File: src/rtl/sliced_alu_pkg.sv
// Shared definitions for the sliced ALU: operation codes, status flag codes,
// FSM state encodings and the flag-selection helper.
package sliced_alu_pkg;

   typedef enum logic [2:0] {
      OP_ADD    = 3'b000,
      OP_SUB    = 3'b001,
      OP_AND    = 3'b010,
      OP_OR     = 3'b011,
      OP_XOR    = 3'b100,
      OP_NOT_A  = 3'b101,
      OP_PASS_A = 3'b110,
      OP_PASS_B = 3'b111
   } op_e;

   typedef enum logic [1:0] {
      DEFAULT_FLAG  = 2'b00,
      ZERO_FLAG     = 2'b01,
      OVERFLOW_FLAG = 2'b10,
      NEGATIVE_FLAG = 2'b11
   } flag_e;

   typedef enum logic [1:0] {
      ST_IDLE = 2'b00,
      ST_RUN  = 2'b01,
      ST_DONE = 2'b10
   } state_e;

   function automatic logic is_arith(input op_e op);
      return (op == OP_ADD) || (op == OP_SUB);
   endfunction

   // Carry/borrow outranks zero for the arithmetic ops.
   function automatic flag_e flag_sel(input op_e op, input logic cb, input logic zero);
      flag_e f;
      f = DEFAULT_FLAG;
      case (op)
         OP_ADD:  f = cb ? OVERFLOW_FLAG : (zero ? ZERO_FLAG : DEFAULT_FLAG);
         OP_SUB:  f = cb ? NEGATIVE_FLAG : (zero ? ZERO_FLAG : DEFAULT_FLAG);
         default: f = zero ? ZERO_FLAG : DEFAULT_FLAG;
      endcase
      return f;
   endfunction

endpackage

File: src/rtl/sliced_alu_slice.sv
// alu_slice: combinational SLICE_WIDTH-bit ALU slice.
// Ports:
//   a_i, b_i  slice operands
//   op_i      operation code
//   c_i       carry-in (ADD) / borrow-in (SUB)
//   y_o       slice result
//   c_o       carry-out (ADD) / borrow-out (SUB), 0 for logic ops
module alu_slice
   import sliced_alu_pkg::*;
#(
   parameter int SLICE_WIDTH = 4
) (
   input  logic [SLICE_WIDTH-1:0] a_i,
   input  logic [SLICE_WIDTH-1:0] b_i,
   input  op_e                    op_i,
   input  logic                   c_i,
   output logic [SLICE_WIDTH-1:0] y_o,
   output logic                   c_o
);

   logic [SLICE_WIDTH:0] sum;
   logic [SLICE_WIDTH:0] diff;

   // The extra top bit of the widened difference is the borrow out.
   assign sum  = {1'b0, a_i} + {1'b0, b_i} + {{SLICE_WIDTH{1'b0}}, c_i};
   assign diff = {1'b0, a_i} - {1'b0, b_i} - {{SLICE_WIDTH{1'b0}}, c_i};

   always_comb begin
      y_o = '0;
      c_o = 1'b0;
      case (op_i)
         OP_ADD: begin
            y_o = sum[SLICE_WIDTH-1:0];
            c_o = sum[SLICE_WIDTH];
         end
         OP_SUB: begin
            y_o = diff[SLICE_WIDTH-1:0];
            c_o = diff[SLICE_WIDTH];
         end
         OP_AND:    y_o = a_i & b_i;
         OP_OR:     y_o = a_i | b_i;
         OP_XOR:    y_o = a_i ^ b_i;
         OP_NOT_A:  y_o = ~a_i;
         OP_PASS_A: y_o = a_i;
         OP_PASS_B: y_o = b_i;
         default: begin
            y_o = '0;
            c_o = 1'b0;
         end
      endcase
   end

endmodule

File: src/rtl/sliced_alu.sv
// sliced_alu: multi-cycle ALU that walks WIDTH-bit operands through a
// SLICE_WIDTH-bit datapath, LSB slice first, one slice per clock. A stored
// carry/borrow and zero state allow chained multi-precision ADD/SUB.
// Ports:
//   clk_i, rst_ni                      clock, synchronous active-low reset
//   in_valid_i / in_ready_o            operand handshake
//   a_i, b_i, op_i                     operands and operation
//   carry_borrow_i, chain_i            carry/borrow-in, or use stored state
//   out_valid_o / out_ready_i          result handshake
//   y_o, carry_borrow_o, status_flag_o result, final carry/borrow, flag code
//
// state | meaning
// IDLE  | ready for operands; accept latches operands and cin
// RUN   | one slice per cycle, carry/borrow registered between slices
// DONE  | result valid and held until out_ready_i
module sliced_alu
   import sliced_alu_pkg::*;
#(
   parameter int WIDTH       = 16,
   parameter int SLICE_WIDTH = 4
) (
   input  logic             clk_i,
   input  logic             rst_ni,
   input  logic             in_valid_i,
   output logic             in_ready_o,
   input  logic [WIDTH-1:0] a_i,
   input  logic [WIDTH-1:0] b_i,
   input  logic [2:0]       op_i,
   input  logic             carry_borrow_i,
   input  logic             chain_i,
   output logic             out_valid_o,
   input  logic             out_ready_i,
   output logic [WIDTH-1:0] y_o,
   output logic             carry_borrow_o,
   output logic [1:0]       status_flag_o
);

   localparam int NSLICES = WIDTH / SLICE_WIDTH;
   localparam int CNT_W   = (NSLICES > 1) ? $clog2(NSLICES) : 1;
   localparam logic [CNT_W-1:0] LAST_CNT = CNT_W'(NSLICES - 1);

   if ((SLICE_WIDTH < 1) || ((WIDTH % SLICE_WIDTH) != 0)) begin : g_bad_width
      $error("sliced_alu: WIDTH must be a non-zero multiple of SLICE_WIDTH");
   end

   state_e state_q, state_d;

   logic [WIDTH-1:0] a_q, a_d;
   logic [WIDTH-1:0] b_q, b_d;
   op_e              op_q, op_d;
   logic             chain_q, chain_d;
   logic             cb_q, cb_d;
   logic [CNT_W-1:0] cnt_q, cnt_d;
   logic             nz_q, nz_d;
   logic [WIDTH-1:0] y_q, y_d;
   logic             cb_out_q, cb_out_d;
   flag_e            flag_q, flag_d;
   logic             st_cb_q, st_cb_d;
   logic             st_zero_q, st_zero_d;

   logic                   load;
   logic                   step;
   logic                   last_slice;
   logic [SLICE_WIDTH-1:0] sl_y;
   logic                   sl_c;
   logic [WIDTH-1:0]       y_shift;
   logic [WIDTH-1:0]       a_shift;
   logic [WIDTH-1:0]       b_shift;
   logic                   zero_fin;

   // ------------------------------------------------------------------
   // FSM
   // ------------------------------------------------------------------
   always_ff @(posedge clk_i) begin
      if (!rst_ni) begin
         state_q <= ST_IDLE;
      end else begin
         state_q <= state_d;
      end
   end

   always_comb begin
      state_d     = state_q;
      load        = 1'b0;
      step        = 1'b0;
      in_ready_o  = 1'b0;
      out_valid_o = 1'b0;
      case (state_q)
         ST_IDLE: begin
            in_ready_o = 1'b1;
            if (in_valid_i) begin
               load    = 1'b1;
               state_d = ST_RUN;
            end
         end
         ST_RUN: begin
            step = 1'b1;
            if (cnt_q == LAST_CNT) begin
               state_d = ST_DONE;
            end
         end
         ST_DONE: begin
            out_valid_o = 1'b1;
            if (out_ready_i) begin
               state_d = ST_IDLE;
            end
         end
         default: state_d = ST_IDLE;
      endcase
   end

   assign last_slice = step && (cnt_q == LAST_CNT);

   // ------------------------------------------------------------------
   // Slice datapath: the current slice always sits in the low bits of the
   // operand shift registers; results enter the result register from the
   // top so that after NSLICES steps the LSB slice has reached bit 0.
   // ------------------------------------------------------------------
   alu_slice #(
      .SLICE_WIDTH(SLICE_WIDTH)
   ) u_slice (
      .a_i  (a_q[SLICE_WIDTH-1:0]),
      .b_i  (b_q[SLICE_WIDTH-1:0]),
      .op_i (op_q),
      .c_i  (cb_q),
      .y_o  (sl_y),
      .c_o  (sl_c)
   );

   if (NSLICES == 1) begin : g_single
      assign y_shift = sl_y;
      assign a_shift = '0;
      assign b_shift = '0;
   end else begin : g_multi
      assign y_shift = {sl_y, y_q[WIDTH-1:SLICE_WIDTH]};
      assign a_shift = {{SLICE_WIDTH{1'b0}}, a_q[WIDTH-1:SLICE_WIDTH]};
      assign b_shift = {{SLICE_WIDTH{1'b0}}, b_q[WIDTH-1:SLICE_WIDTH]};
   end

   // Chained arithmetic is only zero if every earlier word was zero too.
   assign zero_fin = !(nz_q || (|sl_y)) &&
                     (!(chain_q && is_arith(op_q)) || st_zero_q);

   always_comb begin
      a_d       = a_q;
      b_d       = b_q;
      op_d      = op_q;
      chain_d   = chain_q;
      cb_d      = cb_q;
      cnt_d     = cnt_q;
      nz_d      = nz_q;
      y_d       = y_q;
      cb_out_d  = cb_out_q;
      flag_d    = flag_q;
      st_cb_d   = st_cb_q;
      st_zero_d = st_zero_q;
      if (load) begin
         a_d     = a_i;
         b_d     = b_i;
         op_d    = op_e'(op_i);
         chain_d = chain_i;
         cb_d    = chain_i ? st_cb_q : carry_borrow_i;
         cnt_d   = '0;
         nz_d    = 1'b0;
      end else if (step) begin
         a_d   = a_shift;
         b_d   = b_shift;
         cb_d  = sl_c;
         y_d   = y_shift;
         nz_d  = nz_q | (|sl_y);
         cnt_d = cnt_q + 1'b1;
         if (last_slice) begin
            cb_out_d = sl_c;
            flag_d   = flag_sel(op_q, sl_c, zero_fin);
            if (is_arith(op_q)) begin
               st_cb_d   = sl_c;
               st_zero_d = zero_fin;
            end
         end
      end
   end

   always_ff @(posedge clk_i) begin
      if (!rst_ni) begin
         a_q       <= '0;
         b_q       <= '0;
         op_q      <= OP_ADD;
         chain_q   <= 1'b0;
         cb_q      <= 1'b0;
         cnt_q     <= '0;
         nz_q      <= 1'b0;
         y_q       <= '0;
         cb_out_q  <= 1'b0;
         flag_q    <= DEFAULT_FLAG;
         st_cb_q   <= 1'b0;
         st_zero_q <= 1'b1;
      end else begin
         a_q       <= a_d;
         b_q       <= b_d;
         op_q      <= op_d;
         chain_q   <= chain_d;
         cb_q      <= cb_d;
         cnt_q     <= cnt_d;
         nz_q      <= nz_d;
         y_q       <= y_d;
         cb_out_q  <= cb_out_d;
         flag_q    <= flag_d;
         st_cb_q   <= st_cb_d;
         st_zero_q <= st_zero_d;
      end
   end

   assign y_o            = y_q;
   assign carry_borrow_o = cb_out_q;
   assign status_flag_o  = flag_q;

endmodule

File: config.mk
export PLATFORM = sky130hd
export DESIGN_NAME = sliced_alu
export DESIGN_NICKNAME = d
export VERILOG_FILES = /design/src/rtl/sliced_alu_pkg.sv /design/src/rtl/sliced_alu_slice.sv /design/src/rtl/sliced_alu.sv
export SDC_FILE = /design/constraint.sdc
export NUM_CORES = 1
export LEC_CHECK = 0
export CELL_PAD_IN_SITES_DETAIL_PLACEMENT = 1
export CELL_PAD_IN_SITES_GLOBAL_PLACEMENT = 2
export CORE_MARGIN = 3
export CORE_UTILIZATION = 34
export DETAILED_ROUTE_END_ITERATION = 16
export PLACE_DENSITY = 0.84
export REMOVE_ABC_BUFFERS = 1
export SYNTH_ARGS = -nofsm -noshare
export SYNTH_HDL_FRONTEND = slang
export SYNTH_HIERARCHICAL = 1
export SYNTH_SLANG_ARGS = --single-unit
export TNS_END_PERCENT = 20
File: constraint.sdc
create_clock -name clk_i -period 8.13 [get_ports clk_i]
set_clock_uncertainty 0.2 [all_clocks]
set_input_delay 2.0325 -clock clk_i [delete_from_list [all_inputs] [get_ports clk_i]]
set_output_delay 2.0325 -clock clk_i [all_outputs]
set_load 0.05 [all_outputs]
# After elaboration in Yosys (flattened, before gate mapping)

Index checks and enable logic that the tools add are counted.
W data, S select, Z words.

Register bits after elaboration: 63
Output and inout bits: 21
Logic and storage cells: 77

$add $sub $neg: 5
Equal/unequal tests: 13
Muxes and demuxes: 22
Bitwise operators: 7
Reductions and logical operators: 17

Operators by type and width:

| kind                 | count |
|---|---|
| $mux W16             | 4 |
| $pmux W4 S8          | 1 |
| $eq A3 B3 Y1 const B | 4 |
| $mux W2              | 5 |
| $mux W1              | 9 |
| $eq A3 B2 Y1 const B | 2 |
| $ne A2 B2 Y1 const B | 3 |
| $pmux W2 S3          | 1 |
| $reduce_and A3 Y1    | 2 |
| $add A4 B4 Y5        | 1 |
| $add A5 B1 Y5        | 1 |
| $sub A4 B4 Y5        | 1 |
| $sub A5 B1 Y5        | 1 |
| $and A4 B4 Y4        | 1 |
| $eq A2 B2 Y1 const B | 2 |
| $not A4 Y4           | 1 |
| $or A4 B4 Y4         | 1 |
| $pmux W2 S2          | 1 |
| $reduce_and A4 Y1    | 1 |
| $reduce_or A4 Y1     | 1 |
| $xor A4 B4 Y4        | 1 |
| $eq A3 B1 Y1 const B | 1 |
| $logic_and A1 B1 Y1  | 3 |
| $logic_not A3 Y1     | 1 |
| 11 further kinds     | 15 |

# Longest topological paths before layout

Depth in word-level cells: 10
Mapped depth: 11
Mapped depth without buffers: 11

# Modules after synthesis

The synthesis kept the hierarchy.

By module, submodules not included:

| module     | instances | cells each | area an instance (um^2) | sequential area each (um^2) |
|---|---|---|---|---|
| sliced_alu | 1         | 287        | 2656.3                  | 1261.2 |
| alu_slice  | 1         | 95         | 748.2                   | 0.0 |

# Least setup slack after synthesis

No wires, ideal clock.

Kind: register to output
From: register state_q[0]
To: output port in_ready_o
Arrival: 1067 ps
Data required time: 5898 ps
Path slack: 4831 ps
Cell stages (with the launch flop): 3
Cell sequence: dfxtp_1 buf_6 nor2_1

Longest elaborated chain between the ends: 2

Ends and longest elaborated chain:

| what                   | RTL line         | text |
|---|---|---|
| start, declared        | sliced_alu.sv:46 | `state_e state_q, state_d;` |
| start signal, assigned | sliced_alu.sv:78 | `state_q <= state_d;` |
| $logic_not A2 Y1       | sliced_alu.sv:88 | `case (state_q)` |
| $mux W1                | sliced_alu.sv:88 |  |
| end, declared          | sliced_alu.sv:25 | `output logic in_ready_o,` |

No other way between the ends.

# Final worst setup path

From: register state_q[1]
To: output port out_valid_o

Longest elaborated chain between the ends: 2

Ends and longest elaborated chain:

| what          | RTL line         | text |
|---|---|---|
| $eq A2 B2 Y1  | sliced_alu.sv:88 |  |
| $mux W1       | sliced_alu.sv:88 |  |
| end, declared | sliced_alu.sv:31 | `output logic out_valid_o,` |

No other way between the ends.

==> flow_metrics.py <==
metrics = {
    "run_status": {
        "status": "finished, final reports clean",
    },
    "synth": {
        "ys_ff_latch": 63,
        "synth-async-reset-ratio": 0,
        "syn_inst": 382,
        "seq_area_frac_synth": 0.370,
        "ys.warnings.count": 6,
        "synthFlopType": "dfxtp_1",
        "synth_edf_count": 0,
        "synth_cell_types": 53,
        "synthesis.area_um2": 3400,
        "synth.avg_cell_area_um2": 8.91,
    },
    "placed_design": {
        "place_inst": 548,
        "port_buffers": 61,
        "detailed_place_hpwl_um": 5660,
        "dp_slack_ns": 4.12,
        "gp_congestion": 0.845,
        "place_area_um2": 4030,
    },
    "clock_tree": {
        "cts.sinks": 63,
        "htreeDepth": 3,
        "clkTransAtPathRegs_ns": 0.08,
        "cts_tree": "done",
        "postCtsHoldBufs": 0,
        "post-cts-setup-buffer-count": 0,
        "cts_buffer_depth": 2,
        "cts_inserted_buffers": 9,
        "cts.repair.resized": 0,
        "root_buffer": "clkbuf_8",
        "worstSkewPairLatency_ns": 0.34,
    },
    "floorplanning": {
        "dieArea_um2": 11200,
        "core-area_um2": 9500,
        "row_count": 35,
        "io_pins": 62,
        "die_w_um": 106,
        "start_util": 0.358,
        "fp.dieH_um": 106,
    },
    "sta": {
        "hold_violations": 0,
        "drv_slew": 0,
        "setup_violations": 0,
        "setup_slack_ns": 4.03,
        "timing.hold.ws_ns": 0.256,
        "timing.final.crit_share": 0.504,
        "fmax_mhz": 244,
        "worstMarginPinSlew_ns": 1.16,
        "relSlewSlack": 0.224,
        "rsz0062_at_grt": "false",
        "fin_setup_tns_ns": 0,
        "period_needed_ns": 4.10,
    },
    "drt": {
        "vias": 2846,
        "wire_per_inst_um": 14.9,
        "ant_nets": 0,
        "drc_errors": 0,
        "viasPerCell": 5.05,
        "first_pass_iters": 4,
        "drtIter0Drc": 91,
        "wl_um": 8390,
    },
    "power_and_ir_drop": {
        "p_leak_nw": 1.46,
        "cellPowerDensity_nw_per_um2": 174,
        "seqPwrFrac": 0.469,
        "sw_frac_of_total": 0.315,
        "internal_power_mw": 0.501,
        "vdd_drop_max_mv": 0.0726,
        "power_switching_mw": 0.230,
        "p_total_mw": 0.731,
        "p_comb_frac": 0.204,
        "clkPwrFrac": 0.327,
    },
    "global_route": {
        "grt_pass1_wl_um": 14500,
        "grt_use_total": 0.157,
        "grt_start_max_net_pins": 57,
        "overflow": 0,
        "antenna_found_initial": 0,
        "grt_pass1_vias": 2976,
    },
    "setup_path": {
        "crit_family": "buffers and inverters",
        "crit_fanout": 8,
        "worstPathArrival_ns": 1.87,
        "critPathRequiredTime_ns": 5.90,
        "cp_slowest_cell": "clkdlybuf4s50_1",
        "worst_setup_path_start_kind": "register",
        "worstSetupPathType": "register to primary output",
        "path_buf_inv": 1,
        "worstPathCellList": "and2b_1, clkdlybuf4s50_1",
        "cp-end-kind": "primary output",
        "slowest_delay_ns": 0.80,
    },
    "min_path": {
        "hp-class": "register to register",
    },
    "layout": {
        "layout.nets": 490,
        "layout_common_cells": "nand2_1 (81), dfxtp_1 (63), clkdlybuf4s50_1 (61), a21oi_1 (42), a21oi_2 (20)",
        "final_common_cell": "nand2_1",
        "syn2layout_area_growth_pct": 23.1,
        "fin_cells": 564,
        "diodes": 0,
        "fin_util": 0.441,
        "final_layout_size_suffix_gt1_frac": 0.166,
        "fin_area_um2": 4190,
    },
    "job": {
        "maxCapViolations": 0,
    },
}
-- synth_stat cells, drive strengths merged (2+ instances only) --
cell type	n	share of area
nand3	9	0.013
mux2i	4	0.012
and2	2	0.0037
fa	4	0.024
o21ai	7	0.010
dfxtp	63	0.37
nor3	4	0.0059
buf	25	0.051
a221o	2	0.0059
ha	15	0.055
nor2	13	0.015
a22oi	25	0.082
nor2b	2	0.0037
nand2b	3	0.0055
xnor2	5	0.013
inv	17	0.019
or3b	2	0.0051
nor3b	3	0.0099
a21oi	62	0.11
nand2	83	0.093
a2111oi	3	0.013
a31oi	3	0.0055
mux2	3	0.0099
clkbuf	2	0.0022
-- path summary, 6_finish.rpt --
path         slack, ns               end  cells after the start       start
max reg2reg       4.67  status_flag_o[0]                     11      a_q[0]
min reg2reg       0.26            b_q[4]                      2      b_q[4]
min               0.26            b_q[4]                      2      b_q[4]
max               4.03       out_valid_o                      2  state_q[1]
-- layer usage --
metal	global-route usage	vias to the layer above	share of wire
li1	-	1419	-
met1	0.198	1364	0.46
met2	0.271	51	0.48
met3	0.0237	12	0.034
met4	0.0592	0	0.017
met5	0	-	0
-- flip-flops by register name, summed over array words and instances (netlist names) --
name            cells
chain_q             1
nz_q                1
b_q                16
cnt_q               2
st_cb_q             1
cb_q                1
status_flag_o       2
carry_borrow_o      1
state_q             2
st_zero_q           1
a_q                16
y_o                16
op_q                3
-- logic make-up (layout without fill, tap and decap cells) --
group,after synthesis,in the layout,share of synthesized area
AOI/OAI and AO/OA,113,113,0.258
xor gates and xnor gates,6,6,0.0154
adders and majority gates,19,19,0.0786
buffers and inverters,44,97,0.0720
DFF,63,63,0.370
muxes,8,8,0.0283
and+or+nand+nor,129,129,0.178
-- power by group through the flow --
stage               Clock [mW]  Sequential [mW]  Combinational, mW
floorplan                    0            0.352             0.0903
global placement             0            0.349              0.147
detailed placement           0            0.350              0.151
CTS                      0.249            0.343              0.152
global route             0.262            0.346              0.167
finish                   0.239            0.343              0.149
-- area by class of cell --
cell class	instances	area, um2
Inverter	17	63.8
Sequential cell	63	1260
Clock buffer	11	131
Fill cell	1127	5310
Tap cell	129	161
Multi-Input combinational cell	275	1910
Clock inverter	5	35.0
Timing Repair Buffer	64	633
-- tightest hold or removal path, stage by stage, from the launching register on --
cell and delay [ns]:
dfxtp_1 0.31, nand2_1 0.05, a21oi_1 0.05
(Power assumes the default switching activity.)
